File: src/rtl/imm_gen_pkg.sv
// Shared constants for the decode-stage immediate generator: format codes
// and the occupancy encodings of the output skid buffer.
package imm_gen_pkg;

  localparam logic [2:0] RTYPE  = 3'd0;
  localparam logic [2:0] ITYPE  = 3'd1;
  localparam logic [2:0] STYPE  = 3'd2;
  localparam logic [2:0] BTYPE  = 3'd3;
  localparam logic [2:0] UTYPE  = 3'd4;
  localparam logic [2:0] JTYPE  = 3'd5;
  localparam logic [2:0] LITYPE = 3'd6;
  localparam logic [2:0] JITYPE = 3'd7;

  localparam logic [1:0] ST_EMPTY = 2'd0;
  localparam logic [1:0] ST_ONE   = 2'd1;
  localparam logic [1:0] ST_FULL  = 2'd2;

endpackage

File: src/rtl/imm_gen_comb.sv
// Combinational immediate extractor: slices and sign-extends the immediate
// field of a 32-bit instruction according to its format code.
module imm_gen_comb
  import imm_gen_pkg::*;
#(
  parameter int XLEN       = 32,
  parameter int LEGACY_FMT = 0
) (
  input  logic [31:0]     instr,
  input  logic [2:0]      imm_type,
  output logic [XLEN-1:0] imm
);

  logic signed [11:0] i12;
  logic signed [11:0] s12;
  logic signed [12:0] b13;
  logic signed [20:0] j21;
  logic signed [31:0] u32;
  logic               unused_opcode;

  // The opcode field plays no part in immediate extraction.
  assign unused_opcode = ^instr[6:0];

  always_comb begin
    i12 = instr[31:20];
    s12 = {instr[31:25], instr[11:7]};
    b13 = {instr[31], instr[7], instr[30:25], instr[11:8], 1'b0};
    j21 = {instr[31], instr[19:12], instr[20], instr[30:21], 1'b0};
    u32 = {instr[31:12], 12'b0};
    imm = '0;
    case (imm_type)
      ITYPE, LITYPE, JITYPE: imm = XLEN'(i12);
      STYPE:                 imm = XLEN'(s12);
      BTYPE:                 imm = (LEGACY_FMT != 0) ? XLEN'(b13 >>> 1) : XLEN'(b13);
      JTYPE:                 imm = (LEGACY_FMT != 0) ? XLEN'(j21 >>> 1) : XLEN'(j21);
      UTYPE:                 imm = (LEGACY_FMT != 0) ? XLEN'(instr[31:12]) : XLEN'(u32);
      default:               imm = '0;
    endcase
  end

endmodule

File: src/rtl/imm_gen_pipe.sv
// Registered immediate generator with a 2-entry skid buffer, so the decode
// pipeline can stall on out_ready without dropping instructions.
module imm_gen_pipe
  import imm_gen_pkg::*;
#(
  parameter int XLEN       = 32,
  parameter int TAG_W      = 8,
  parameter int LEGACY_FMT = 0
) (
  input  logic             clk,
  input  logic             rst,
  input  logic             flush,
  input  logic             in_valid,
  output logic             in_ready,
  input  logic [31:0]      in_instr,
  input  logic [2:0]       in_type,
  input  logic [TAG_W-1:0] in_tag,
  output logic             out_valid,
  input  logic             out_ready,
  output logic [XLEN-1:0]  out_imm,
  output logic [2:0]       out_type,
  output logic [TAG_W-1:0] out_tag
);

  if (XLEN != 32 && XLEN != 64) begin : g_bad_xlen
    $error("imm_gen_pipe: XLEN must be 32 or 64");
  end

  logic [1:0]       state_p1;
  logic [1:0]       next_state;
  logic             acc;
  logic             drn;
  logic             load_main;
  logic             load_skid;
  logic             move_skid;
  logic [XLEN-1:0]  imm_p0;
  logic [XLEN-1:0]  skid_imm_p1;
  logic [2:0]       skid_type_p1;
  logic [TAG_W-1:0] skid_tag_p1;

  assign acc = in_valid && in_ready;
  assign drn = out_valid && out_ready;

  // Stage p0: immediate computed ahead of both storage registers.
  imm_gen_comb #(
    .XLEN       (XLEN),
    .LEGACY_FMT (LEGACY_FMT)
  ) u_comb (
    .instr    (in_instr),
    .imm_type (in_type),
    .imm      (imm_p0)
  );

  always_comb begin
    next_state = state_p1;
    load_main  = 1'b0;
    load_skid  = 1'b0;
    move_skid  = 1'b0;
    if (flush) begin
      next_state = ST_EMPTY;
    end else begin
      case (state_p1)
        ST_EMPTY: begin
          if (acc) begin
            next_state = ST_ONE;
            load_main  = 1'b1;
          end
        end
        ST_ONE: begin
          if (acc && !drn) begin
            next_state = ST_FULL;
            load_skid  = 1'b1;
          end else if (acc && drn) begin
            load_main = 1'b1;
          end else if (drn) begin
            next_state = ST_EMPTY;
          end
        end
        ST_FULL: begin
          if (drn) begin
            next_state = ST_ONE;
            move_skid  = 1'b1;
          end
        end
        default: next_state = ST_EMPTY;
      endcase
    end
  end

  // Stage p1: occupancy control and registered handshake outputs.
  always_ff @(posedge clk or posedge rst) begin
    if (rst) begin
      state_p1  <= ST_EMPTY;
      in_ready  <= 1'b0;
      out_valid <= 1'b0;
    end else begin
      state_p1  <= next_state;
      in_ready  <= (next_state != ST_FULL);
      out_valid <= (next_state != ST_EMPTY);
    end
  end

  always_ff @(posedge clk or posedge rst) begin
    if (rst) begin
      out_imm  <= '0;
      out_type <= '0;
      out_tag  <= '0;
    end else if (load_main) begin
      out_imm  <= imm_p0;
      out_type <= in_type;
      out_tag  <= in_tag;
    end else if (move_skid) begin
      out_imm  <= skid_imm_p1;
      out_type <= skid_type_p1;
      out_tag  <= skid_tag_p1;
    end
  end

  always_ff @(posedge clk or posedge rst) begin
    if (rst) begin
      skid_imm_p1  <= '0;
      skid_type_p1 <= '0;
      skid_tag_p1  <= '0;
    end else if (load_skid) begin
      skid_imm_p1  <= imm_p0;
      skid_type_p1 <= in_type;
      skid_tag_p1  <= in_tag;
    end
  end

endmodule
File: config.mk
export PLATFORM = sky130hd
export DESIGN_NAME = imm_gen_pipe
export DESIGN_NICKNAME = d
export VERILOG_FILES = /design/src/rtl/imm_gen_pkg.sv /design/src/rtl/imm_gen_comb.sv /design/src/rtl/imm_gen_pipe.sv
export SDC_FILE = /design/constraint.sdc
export NUM_CORES = 1
export LEC_CHECK = 0
export CAP_MARGIN = 20
export CORE_UTILIZATION = 33
export CTS_BUF_LIST = sky130_fd_sc_hd__clkbuf_16
export CTS_CLUSTER_DIAMETER = 150
export DETAILED_ROUTE_END_ITERATION = 6
export PLACE_DENSITY = 0.55
export SETUP_SLACK_MARGIN = 0.5
export SYNTH_ARGS = -nofsm -noshare
export SYNTH_HDL_FRONTEND = slang
export SYNTH_SLANG_ARGS = --single-unit
File: constraint.sdc
create_clock -name clk -period 6.4 [get_ports clk]
set_input_delay 1.92 -clock clk [delete_from_list [all_inputs] [get_ports clk]]
set_output_delay 1.92 -clock clk [all_outputs]
set_load 0.1 [all_outputs]
==> impl_summary.log, run 1 <==
[metrics] initial standard-cell utilization of the core: 0.3435
[metrics] die outline area: ~12000 sq um
[metrics] biggest fanout along the worst timing path: 59
[metrics] row cnt: 39
[metrics] maximum ir drop on the vdd rail: roughly 0.22 mV
[metrics] initial drt markers: 92
[metrics] number of nets with antenna violations after routing: 0
[metrics] half-perimeter wire length after detailed placement: 6352 um
[metrics] number of buffers on the longest clock path: 2
[metrics] final critical delay including setup and external delays: about 4300 ps
[metrics] Async SR Flop Fraction: 1.000
[metrics] Final setup viols: 0
[metrics] number of clock sinks: 90
[metrics] final clock period utilization by the worst path: 0.6764
[metrics] maximum capacitance violations: 0
[metrics] critical path data arrival time: 4550 ps
[metrics] count of non-filler cells in the finished layout: 585
[metrics] Worst Tran Pin Value: 1013 ps
[metrics] maximum clock skew at final layout: 7.515 ps
[metrics] Leak: between 2 and 3 nW
[metrics] mean number of vias per cell: 4.971
[metrics] R2R Path Start: state_p1[1]
[metrics] ANT cells: 0
[metrics] primary flip-flop cell chosen by synthesis mapping: sky130_fd_sc_hd__dfrtp_1
[metrics] fraction of the yosys area taken by sequential cells: 0.5669
[metrics] number of flops mapped to enable cells by yosys: 0
[metrics] clock transition time at the flip-flop clock pins of the worst setup and hold paths: 60 ps
[metrics] class of the tightest hold or removal check: flop to flop
[metrics] Buffers on Ports: 85
[metrics] total count of hold-check failures in the final report: 0
[metrics] critical path start-end classification: primary input to flop
[metrics] commonest cells in the synthesized netlist: 90 x sky130_fd_sc_hd__dfrtp_1, 75 x sky130_fd_sc_hd__nand2_1, 49 x sky130_fd_sc_hd__mux2i_1
[metrics] pin count of the biggest net entering global routing: 60
[metrics] area leader, netlist: sky130_fd_sc_hd__dfrtp_1
[metrics] count of pins over their slew limit: 0
[metrics] Setup Total Neg Slack: 0 ps
[metrics] die width: 111.7 um
[metrics] Power Density: 469.8 nW/um^2
[metrics] top-area cell type share of the netlist area: 0.5669
[metrics] placed cell count: 570
[metrics] number of setup buffers added after CTS: 0
[metrics] number of fill cells in the layout: 1108
[metrics] Ys Warns: 0
[metrics] Congestion Overflow GR: 0
[metrics] first-pass GRT wire length: ~16000 um
[metrics] core region area: 11560 sq um
[metrics] instance count of the mapped netlist: 363
[metrics] violated checks: DRC
[metrics] Total GRT Usage: 0.1663
[metrics] IO Count: 93
[metrics] chip height: 111.7 um
[metrics] vias in the first global route: 3074
[metrics] CTS hold repair buffers: 0
[metrics] Worst Setup End Kind: flop
[metrics] GP Congestion: 0.7490
[metrics] share of cells above drive strength 1: 0.07466
[metrics] average detailed-routed wire length per instance: 16.58 um
[metrics] H-tree levels: 3
[metrics] total of cells resized after clock tree synthesis: 0
[metrics] Max-Slew Margin vs Limit: 0.3226
[metrics] Post-Synthesis Cell Area: between 3000 and 4000 sq um
[metrics] # nets final: 486
[metrics] TritonCTS clock tree: done
[metrics] number of vias in the routed layout: 2908
[metrics] DR DRC count: 7
[metrics] top achievable clock speed: 0.2310 GHz
[metrics] Startpoint Class: primary input
[metrics] area added between synthesis and finish: 30.20%
[metrics] CTS buffer count: 9
[metrics] master cell of the clock root buffer: sky130_fd_sc_hd__clkbuf_16
[metrics] startpoint of the most critical hold path: skid_imm_p1[7]
[metrics] number of antenna violations at the first check in global routing: 0
[metrics] mean instance size in the synthesized netlist: 10.94 sq um
[metrics] clock latency at the later pin of the worst-skew pair: about 340 ps
[metrics] worst endpoint required time: 6620 ps
[metrics] ranking of synthesized cells by area: sky130_fd_sc_hd__dfrtp_1 57%, sky130_fd_sc_hd__mux2i_1 12%, sky130_fd_sc_hd__nand2_1 7.1%
[metrics] run status: complete, but fails checks
[metrics] wire length reported by the detailed router: 9700 um
[metrics] Post-Syn Nets: 411
[metrics] router iterations before antenna repair: 7
[metrics] launch point of the critical path: flush
[metrics] Seq cells post-synth: 90
[metrics] most instantiated library cell after synthesis: sky130_fd_sc_hd__dfrtp_1
[metrics] Design Power: between 2 and 2.5 mW
[metrics] core utilization of the finished layout: 0.4473
[metrics] RSZ-0062 raised after global routing: false
[metrics] count of different cell masters after synthesis: 31
-- final cells by class --
cell class,instances,area (sq um),area share
flip-flops and latches,90,2252,0.4354
multi-input cells,245,1572,0.3038
repair buffers,89,880.8,0.1703
clock buffers,9,225.2,0.04354
well taps,143,178.9,0.03459
clock inverters,6,51.30,0.009918
inverters,3,12.51,0.002419
-- path summary, 6_finish.rpt --
kind / slack, ps / cells after the start / endpoint
max in group asynchronous: 3270 / 3 / skid_imm_p1[18]
min in group asynchronous: 2040 / 2 / out_imm[13]
min: 460 / 2 / out_imm[7]
max: 2070 / 5 / skid_type_p1[2]
max reg2reg: 3700 / 4 / skid_type_p1[2]
min reg2reg: 460 / 2 / out_imm[7]
-- registers in the layout, indices dropped and copies added, names as in the netlist --
| register | count |
|---|---|
| skid_tag_p1 | 8 |
| state_p1 | 2 |
| skid_type_p1 | 3 |
| out_imm | 32 |
| skid_imm_p1 | 32 |
| out_valid | 1 |
| out_tag | 8 |
| in_ready | 1 |
| out_type | 3 |
-- metrics by stage --
stage | hold slack (ps) | cell area [sq um] | setup WS [ps]
detailed placement | 452.8 | 4896 | 1702
floorplan | 438.6 | 3973 | 2145
global route | 500.2 | 5172 | 1777
finish | 457.4 | 5172 | 2071
global placement | 451.1 | 4896 | 1745
CTS | 460.4 | 5172 | 2059
-- worst max-delay path, stage by stage --
cell                              delay [ps]
sky130_fd_sc_hd__clkdlybuf4s50_1         480
sky130_fd_sc_hd__nor4bb_1                760
sky130_fd_sc_hd__nand3b_2                560
sky130_fd_sc_hd__buf_4                   490
sky130_fd_sc_hd__mux2_2                  330
-- routing by layer --
layer,GRT usage,routed length (um)
met5,0,0
met2,0.2679,4509
met1,0.2086,4419
met4,0.04865,78
met3,0.06151,693
-- power breakdown --
group / total, mW / switching, mW / internal [mW]
Combinational: 1.07 / 0.790 / 0.277
Sequential: 0.863 / 0.103 / 0.760
Clock: 0.499 / 0.205 / 0.295
-- placed cells by master (no fill, tap or decap) --
cell type / n
sky130_fd_sc_hd__dfrtp_1: 90
sky130_fd_sc_hd__clkdlybuf4s50_1: 85
sky130_fd_sc_hd__nand2_1: 75
sky130_fd_sc_hd__mux2i_1: 49
sky130_fd_sc_hd__o21ai_0: 33
sky130_fd_sc_hd__a21oi_1: 20
sky130_fd_sc_hd__a22oi_1: 17
sky130_fd_sc_hd__mux2_2: 11
sky130_fd_sc_hd__clkbuf_16: 9
sky130_fd_sc_hd__a32oi_1: 7
sky130_fd_sc_hd__and2_1: 5
sky130_fd_sc_hd__nor2_1: 5
sky130_fd_sc_hd__inv_1: 4
sky130_fd_sc_hd__o21ai_1: 4
sky130_fd_sc_hd__buf_4: 4
sky130_fd_sc_hd__clkinv_2: 3
sky130_fd_sc_hd__nand2b_1: 2
sky130_fd_sc_hd__nor3b_1: 2
sky130_fd_sc_hd__nor2b_1: 2
sky130_fd_sc_hd__a221o_1: 2
sky130_fd_sc_hd__nor4bb_1: 1
sky130_fd_sc_hd__nand3b_2: 1
sky130_fd_sc_hd__or2_2: 1
sky130_fd_sc_hd__a21boi_1: 1
sky130_fd_sc_hd__a31oi_1: 1
sky130_fd_sc_hd__a21bo_2: 1
sky130_fd_sc_hd__a2bb2oi_1: 1
sky130_fd_sc_hd__or3b_2: 1
sky130_fd_sc_hd__a21o_1: 1
sky130_fd_sc_hd__a221oi_1: 1
sky130_fd_sc_hd__nand2_2: 1
sky130_fd_sc_hd__bufinv_16: 1
sky130_fd_sc_hd__clkinv_1: 1
-- kinds of logic after synthesis --
family | Yosys count | share of synthesized area
multiplexers | 60 | 0.1546
flip-flops | 90 | 0.5669
buffers and inverters | 28 | 0.03748
AO/OA/AOI/OAI | 89 | 0.1367
AND/OR/NAND/NOR | 96 | 0.1043
(Power assumes the default switching activity.)
==> inputs of run 2 (changes only) <==
--- a/config.mk
+++ b/config.mk
@@ -10,7 +10,7 @@
 export CTS_BUF_LIST = sky130_fd_sc_hd__clkbuf_16
 export CTS_CLUSTER_DIAMETER = 150
 export DETAILED_ROUTE_END_ITERATION = 6
-export PLACE_DENSITY = 0.55
+export PLACE_DENSITY = 0.57
 export SETUP_SLACK_MARGIN = 0.5
 export SYNTH_ARGS = -nofsm -noshare
 export SYNTH_HDL_FRONTEND = slang
==> constraint.sdc (replaced) <==
create_clock -name clk -period 3.75 [get_ports clk]
set_input_delay 1.125 -clock clk [delete_from_list [all_inputs] [get_ports clk]]
set_output_delay 1.125 -clock clk [all_outputs]
set_load 0.1 [all_outputs]
==> run 2 against run 1 <==
  * The flow still finishes with violations (DRC)
  * Clock-buffer cell count did not move
  * Sequential share of layout area rose by 0.38 points
  * Critical path depth increased by 1
  * Final cell count is 1.2% higher
  * Combinational power is 66% higher
  * Cell area down 0.87%
  * Global-route usage decreased by 0.53 points
  * Routed wire length fell by 1.8%
  * Non-clock buffer count rose by 7
==> impl_summary.log, run 2 (synthesized netlist as in run 1, its figures left out) <==
[metrics] GP Congestion: 0.7194 (-4.0%)
[metrics] final clock period utilization by the worst path: 0.7296
[metrics] met3 layer wire length in the routed design: 714 um (+3.0%)
[metrics] IO Count: 93 (unchanged)
[metrics] critical path data arrival time: 3010 ps (-1540 ps)
[metrics] number of nets with antenna violations after routing: 0 (unchanged)
[metrics] initial drt markers: 117 (+27%)
[metrics] CTS buffer count: 9 (unchanged)
[metrics] Setup Total Neg Slack: 0 ps (unchanged)
[metrics] Comb power frac: 0.432 (-0.007)
[metrics] RSZ-0062 raised after global routing: false
[metrics] top achievable clock speed: 0.3655 GHz
[metrics] number of buffers on the longest clock path: 2 (unchanged)
[metrics] R2R Path End: out_tag[1]
[metrics] path depth of the worst reg2reg path: 5 (+1)
[metrics] Total GRT Usage: 0.1610 (-0.005312)
[metrics] largest registers: out_imm: 32 flops, skid_imm_p1: 32 flops
[metrics] final setup margin: 1014 ps (-1057 ps)
[metrics] die outline area: 12480 sq um (unchanged)
[metrics] critical path start-end classification: primary input to flop
[metrics] Critical Path, Cell by Cell: clkdlybuf4s50_1 -> nor4bb_1 -> buf_4 -> and2_1 -> a22oi_1 -> nand2_1
[metrics] Design Power: 4.112 mW (+69%)
[metrics] violated checks: DRC
[metrics] run status: complete, but fails checks
[metrics] ANT cells: 0 (unchanged)
[metrics] chip height: 111.7 um (unchanged)
[metrics] Power Density: 801.9 nW/um^2 (+71%)
[metrics] number of fill cells in the layout: 1109 (+0.090%)
[metrics] switching fraction of total power: 0.4576 (+0.005821)
[metrics] vias in the first global route: 3031 (-1.4%)
[metrics] die width: 111.7 um (unchanged)
[metrics] share of cells above drive strength 1: 0.1893 (+0.1146)
[metrics] fraction of power consumed by sequential logic: 0.360 (+0.005)
[metrics] count of pins over their slew limit: 0 (unchanged)
[metrics] CTS hold repair buffers: 0 (unchanged)
[metrics] class of the tightest hold or removal check: flop to flop
[metrics] peak per-stage delay on the critical path: 580 ps (-180 ps)
[metrics] number of antenna violations at the first check in global routing: 0 (unchanged)
[metrics] Switching Power: 1.881 mW (+71%)
[metrics] worst endpoint required time: 4020 ps (-2600 ps)
[metrics] worst hold-check slack: 471.4 ps (+14.02 ps)
[metrics] Buffers on Ports: 85 (unchanged)
[metrics] biggest fanout along the worst timing path: 16 (-73%)
[metrics] core region area: 11560 sq um (unchanged)
[metrics] Worst Tran Pin Value: 704.2 ps (-308.7 ps)
[metrics] Leak: 2.617 nW (+3.5%)
[metrics] TritonCTS clock tree: done
[metrics] clock latency at the later pin of the worst-skew pair: 340 ps (about the same)
[metrics] met1 wire length: 4372 um (-1.1%)
[metrics] internal portion of total power: 2.230 mW (+67%)
[metrics] half-perimeter wire length after detailed placement: 6594 um (+3.8%)
[metrics] leading cell types in the layout, fill and taps excluded: 90 x sky130_fd_sc_hd__dfrtp_1, 75 x sky130_fd_sc_hd__nand2_1, 55 x sky130_fd_sc_hd__buf_4
[metrics] cell with the biggest individual delay on the critical path: sky130_fd_sc_hd__and2_1
[metrics] number of vias in the routed layout: 2946 (+1.3%)
[metrics] area added between synthesis and finish: 29.07%
[metrics] destination of the worst hold path: out_imm[5]
[metrics] DR top layer: met4
[metrics] total of cells resized after clock tree synthesis: 0 (unchanged)
[metrics] row cnt: 39 (unchanged)
[metrics] mean number of vias per cell: 4.976 (+0.11%)
[metrics] maximum clock skew at final layout: 7.771 ps (+0.2562 ps)
[metrics] startpoint of the most critical hold path: skid_imm_p1[5]
[metrics] Startpoint Class: primary input
[metrics] maximum ir drop on the vdd rail: 0.5256 mV (+140%)
[metrics] # nets final: 493 (+1.4%)
[metrics] number of setup buffers added after CTS: 0 (unchanged)
[metrics] number of clock sinks: 90 (unchanged)
[metrics] final critical delay including setup and external delays: 2736 ps
[metrics] FF-to-FF setup slack: 1840 ps (-1860 ps)
[metrics] router iterations before antenna repair: 7 (unchanged)
[metrics] clock transition time at the flip-flop clock pins of the worst setup and hold paths: 70 ps (about the same)
[metrics] Clock Power Share: 0.209 (+0.004)
[metrics] initial standard-cell utilization of the core: 0.3435 (unchanged)
[metrics] Congestion Overflow GR: 0 (unchanged)
[metrics] average detailed-routed wire length per instance: 16.10 um (-2.9%)
[metrics] R2R Path Start: state_p1[0]
[metrics] H-tree levels: 3 (unchanged)
[metrics] worst hold stages: 2 (unchanged)
[metrics] most common cell after layout, fill and taps aside: sky130_fd_sc_hd__dfrtp_1
[metrics] first-pass GRT wire length: 15710 um (-1.3%)
[metrics] total count of hold-check failures in the final report: 0 (unchanged)
[metrics] master cell of the clock root buffer: sky130_fd_sc_hd__clkbuf_16
[metrics] DR DRC count: 9 (+2)
[metrics] wire length reported by the detailed router: 9529 um (-1.8%)
[metrics] maximum capacitance violations: 0 (unchanged)
[metrics] pin count of the biggest net entering global routing: 42 (-30%)
[metrics] minimum setup slack after placement: 669.3 ps (-1033 ps)
[metrics] core utilization of the finished layout: 0.4434 (-0.003894)
[metrics] Final setup viols: 0 (unchanged)
[metrics] Max-Slew Margin vs Limit: 0.5305 (+0.2079)
[metrics] met2 layer wire length in the routed design: 4308 um (-4.5%)
[metrics] Worst Setup End Kind: flop
run 2: cell count changes in the layout (fill, tap and decap cells not counted), sizes merged:
cell | before | now
clkdlybuf4s50 | 85 | 40
clkinv | 4 | 3
clkinvlp | 0 | 1
buf | 4 | 56
run 2: how the worst max path moves through the flow:
| stage | start | end | slack, ps | cells after the start |
|---|---|---|---|---|
| global placement | flush | out_type[2] | 690 | 6 |
| detailed placement | flush | out_type[2] | 670 | 6 |
| floorplan | flush | skid_imm_p1[6] | 1520 | 7 |
| global route | in_type[1] | skid_imm_p1[20] | 880 | 5 |
| finish | flush | out_type[0] | 1010 | 6 |
| CTS | flush | out_type[0] | 1010 | 6 |
run 2: critical path: cells and delay by family:
kind	cells	cell delay (ps)
AOI/OAI and AO/OA	1	210
buffers and inverters	2	660
and+or+nand+nor	3	1000
run 2: power by group through the flow:
stage | clock (mW) | combinational, mW | sequential (mW)
global route | 0.923 | 1.87 | 1.52
finish | 0.857 | 1.78 | 1.48
detailed placement | 0 | 1.79 | 1.50
CTS | 0.885 | 1.79 | 1.48
floorplan | 0 | 0.377 | 2.48
global placement | 0 | 1.77 | 1.48
run 2: layer usage:
layer | GRT usage | up-vias
li1 | - | 1434
met1 | 0.2099 | 1414
met2 | 0.2559 | 86
met3 | 0.05117 | 12
met4 | 0.04775 | 0
met5 | 0 | -
run 2: final cells by class:
type / count / area [sq um] / area share
Clock buffer: 9 / 225.2 / 0.04392
Clock inverter: 6 / 51.30 / 0.01000
Inverter: 3 / 15.01 / 0.002928
Multi-Input combinational cell: 245 / 1572 / 0.3065
Sequential cell: 90 / 2252 / 0.4392
Tap cell: 143 / 178.9 / 0.03490
Timing Repair Buffer: 96 / 833.3 / 0.1625
run 2: per-stage QoR:
stage	area, sq um	std cells
3_3_place_gp	4851	577
4_1_cts	5127	592
5_1_grt	5127	592
2_1_floorplan	3976	363
6_report	5127	592
3_5_place_dp	4851	577
==> patch 1: new RTL, config.mk and constraints of run 1 <==
Reset style: synchronous (`rst`), changed in 3 clocked blocks.
--- a/src/rtl/imm_gen_pipe.sv
+++ b/src/rtl/imm_gen_pipe.sv
@@ -89,5 +89,5 @@
 
   // Stage p1: occupancy control and registered handshake outputs.
-  always_ff @(posedge clk or posedge rst) begin
+  always_ff @(posedge clk) begin
     if (rst) begin
       state_p1  <= ST_EMPTY;
@@ -101,5 +101,5 @@
   end
 
-  always_ff @(posedge clk or posedge rst) begin
+  always_ff @(posedge clk) begin
     if (rst) begin
       out_imm  <= '0;
@@ -117,5 +117,5 @@
   end
 
-  always_ff @(posedge clk or posedge rst) begin
+  always_ff @(posedge clk) begin
     if (rst) begin
       skid_imm_p1  <= '0;
Check against the original RTL: differs if rst is asserted again (counterexample within 4 cycles, from zero or initial values and one cycle with rst high); with rst held inactive, the same outputs for 10 cycles.
==> patch 1 against run 1 <==
Sequential cell count stayed put; via count is 18% higher; wire length is 10% higher; largest cell class is now multi-input combinational cells; critical endpoint is now out_valid; cell area is 0.60% lower; synthesized area is 1.8% higher; worst setup slack better by 410 ps.
Power is not compared: it rests on default switching activity, and its combinational part moved more than twofold at a synthesized area within 25%.
==> patch 1: results (changes against run 1) <==
status: finished, final reports clean (was finished with violations)
Clock Latency Late Sink: 340 ps (about the same)
CP top delay family: buffers and inverters (was simple AND/OR/NAND/NOR gates)
DP Wirelength: 6800 microns (was 6350 microns)
Final clock-cell share: 6.04% (was 5.35%)
crit path from: out_valid (was flush)
ys flop type: dfxtp_1 (was dfrtp_1)
Non-clock buffer share: 16.9% (was 17.0%)
Vias: 3439 (was 2908)
first-pass GRT wire length: 17600 microns (was 15900 microns)
multi-input combinational cell count: 300 (was 245)
RR Startpoint: state_p1[1] (unchanged)
Initial DRT Pass Iterations: 4 (was 7)
share of flip-flops with an asynchronous set or reset: 0% (was 100%)
Fillers: 1186 (was 1108)
Non-clock buffers: 88 (was 89)
r2r worst-path depth: 4 (unchanged)
Critical Path Slowest Stage Cell: clkdlybuf4s50_1 (was nor4bb_1)
period utilization: 61.2% (was 67.6%)
hold_sp: skid_tag_p1[0] (was skid_imm_p1[7])
post-CTS setup-driven buffer insertion count: 0 (unchanged)
dpl ws: 2160 ps (was 1700 ps)
multi-input gate share of the layout cell area: 38.3% (was 30.4%)
reg2reg setup slack: 4290 ps (was 3700 ps)
critical path endpoint: out_valid (was skid_type_p1[2])
Logic inverters: 2 (was 3)
largest area contributor in the netlist: dfxtp_1 (was dfrtp_1)
vias in the first global route: 3298 (was 3074)
crit path max fanout: 6 (was 59)
top cells by count, synth: 90 x dfxtp_1, 64 x a211oi_1, 50 x nand2_1, 36 x a21oi_1, 31 x nor2_1 (was 90 x dfrtp_1, 75 x nand2_1, 49 x mux2i_1, 33 x o21ai_0, 20 x a21oi_1)
Routed WL: 10700 microns (was 9700 microns)
met1 Use GR: 23.7% (was 20.9%)
number of DRC markers in iteration 0: 195 (was 92)
post-DR wirelength/cell: 16.7 microns (was 16.6 microns)
worst ir drop on vdd: 0.000104 V
GP Congestion: 0.708 (was 0.749)
Synth Net Count: 482 (was 411)
sequential cell area share: 35.0% (was 43.5%)
Synth cell types: 45 (was 31)
Post-DP Area: 4830 sq um (was 4900 sq um)
Critical Path Max Stage Delay: 1190 ps (was 760 ps)
crit path DAT: 2000 ps (was 4550 ps)
layout cells sized above 1: 8.47% (was 7.47%)
Seq/Total Area, Yosys: 44.5% (was 56.7%)
met2 track demand over resource: 28.7% (was 26.8%)
dpl cells: 627 (was 570)
[patch 1: cell count changes after synthesis, moves of 21 or more]
cell / delta
o21ai_0: -32
mux2i_1: -21
dfxtp_1: +90
nor2_1: +26
dfrtp_1: -90
nand2_1: -25
a211oi_1: +64
nor3_1: +23
[patch 1: layer usage]
layer / wire, microns / vias to the layer above
met5: 0 / -
met4: 112 / 0
met3: 386 / 7
met2: 5170 / 72
met1: 5040 / 1646
li1: - / 1714
[patch 1: kinds of logic after synthesis]
family | after synthesis | share of synthesized area (%)
AO/OA/AOI/OAI | 142 | 25.5
AND/OR/NAND/NOR | 125 | 14.9
flip-flops | 90 | 44.5
buffers and inverters | 44 | 6.77
multiplexers | 33 | 8.32
[patch 1: per-stage QoR]
stage               hold slack (ps)  utilization [%]
global placement                438             40.4
CTS                             453             43.0
finish                          454             43.0
detailed placement              445             40.4
floorplan                       432                -
global route                    472             43.0
==> patch 2: new RTL, flow settings as in run 1 <==
Made on the original files. Set the parameter `TAG_W` to 9 (it was 8).
--- a/src/rtl/imm_gen_pipe.sv
+++ b/src/rtl/imm_gen_pipe.sv
@@ -5,5 +5,5 @@
 #(
   parameter int XLEN       = 32,
-  parameter int TAG_W      = 8,
+  parameter int TAG_W      = 9,
   parameter int LEGACY_FMT = 0
 ) (
Interface: changed (resized in_tag and out_tag); port bits go from 93 to 95. No check against the original RTL was run, so the function may have changed too.
==> patch 2 against run 1 <==
Power rose by 5.6%; sequential cell count rose by 2; highest routed layer unchanged; largest cell class unchanged; final cell count is 1.9% higher; worst setup slack improved by 270 ps; synthesized area up 2.2%; cell area up 3.1%; critical path depth up 1; fmax rose by 6.7%; synthesized cell count grew 1.7%; wire length hardly changed.
==> patch 2: results (changes against run 1) <==
Seq cells post-synth: 92 (was 90)
multi-input combinational cell count: 249 (was 245)
clock group total power: 0.000596 W (was 0.000499 W)
layout cells sized above 1: 8.24% (was 7.47%)
mux contribution to synthesized area: 15.4% (was 15.5%)
sum of routed wire segments on met1: 4440 microns (was 4420 microns)
Reg2Reg Capture Point: skid_imm_p1[9] (was skid_type_p1[2])
met1 Use GR: 21.1% (was 20.9%)
status: finished, final reports clean (was finished with violations)
Seq/Total Area, Yosys: 56.7% (about the same)
Fillers: 1157 (was 1108)
met2 track demand over resource: 25.1% (was 26.8%)
dpl cells: 581 (was 570)
Synth cell types: 33 (was 31)
largest net degree at the start of global routing: 48 (was 60)
crit path max fanout: 40 (was 59)
Synth Net Count: 418 (was 411)
met3 GRT Util: 4.23% (was 6.15%)
Non-clock buffers: 90 (was 89)
Final clock-cell share: 6.17% (was 5.35%)
Routed WL: 9710 microns (was 9700 microns)
Slew Limit Headroom: 22.0% (was 32.3%)
Logic pwr share: 42.3% (was 43.9%)
reg2reg setup slack: 3950 ps (was 3700 ps)
hold_sp: skid_imm_p1[5] (was skid_imm_p1[7])
WHS: 470 ps (was 457 ps)
Clock Skew: 5.18 ps (was 7.52 ps)
gr usage total: 16.1% (was 16.6%)
Compound-Gate Fraction of Synth Area: 13.7% (about the same)
Non-clock buffer share: 16.8% (was 17.0%)
number of DRC markers in iteration 0: 128 (was 92)
static leakage: 2.59 nW (was 2.53 nW)
IO Port Bufs: 87 (was 85)
WL met3: 570 microns (was 693 microns)
Non-Filler Instances: 596 (was 585)
crit path DAT: 4260 ps (was 4550 ps)
Syn Area/Cell: 11.0 sq um (was 10.9 sq um)
Initial DRT Pass Iterations: 4 (was 7)
GP Congestion: 0.731 (was 0.749)
Met2 Wirelength: 4490 microns (was 4510 microns)
dominant cells by area after synthesis: dfrtp_1 57%, mux2i_1 12%, nand2_1 7.1% (unchanged)
r2r worst-path depth: 5 (was 4)
patch 2: per-stage QoR:
step | setup WS [ps] | instance area [sq um] | power [W]
2_1_floorplan | 2090 | 4060 | 0.00171
3_3_place_gp | 1990 | 5000 | 0.00197
3_5_place_dp | 1960 | 5000 | 0.00199
4_1_cts | 2300 | 5330 | 0.00259
5_1_grt | 2150 | 5330 | 0.00269
6_report | 2340 | 5330 | 0.00256
patch 2: worst max-delay path, cell delays in order:
cell and delay (ps):
clkdlybuf4s50_1 480, and4bb_1 420, nand3b_2 680, buf_4 530, nand2_1 100, o21ai_0 90
patch 2: worst max path at each step:
stage                from              end  slack, ps  depth (start not counted)
global route        flush   skid_imm_p1[9]       2150                          5
finish              flush   skid_imm_p1[9]       2340                          6
detailed placement  flush   skid_imm_p1[9]       1960                          6
global placement    flush   skid_imm_p1[6]       1990                          6
CTS                 flush  skid_imm_p1[27]       2300                          5
floorplan             rst         in_ready       2090                          1
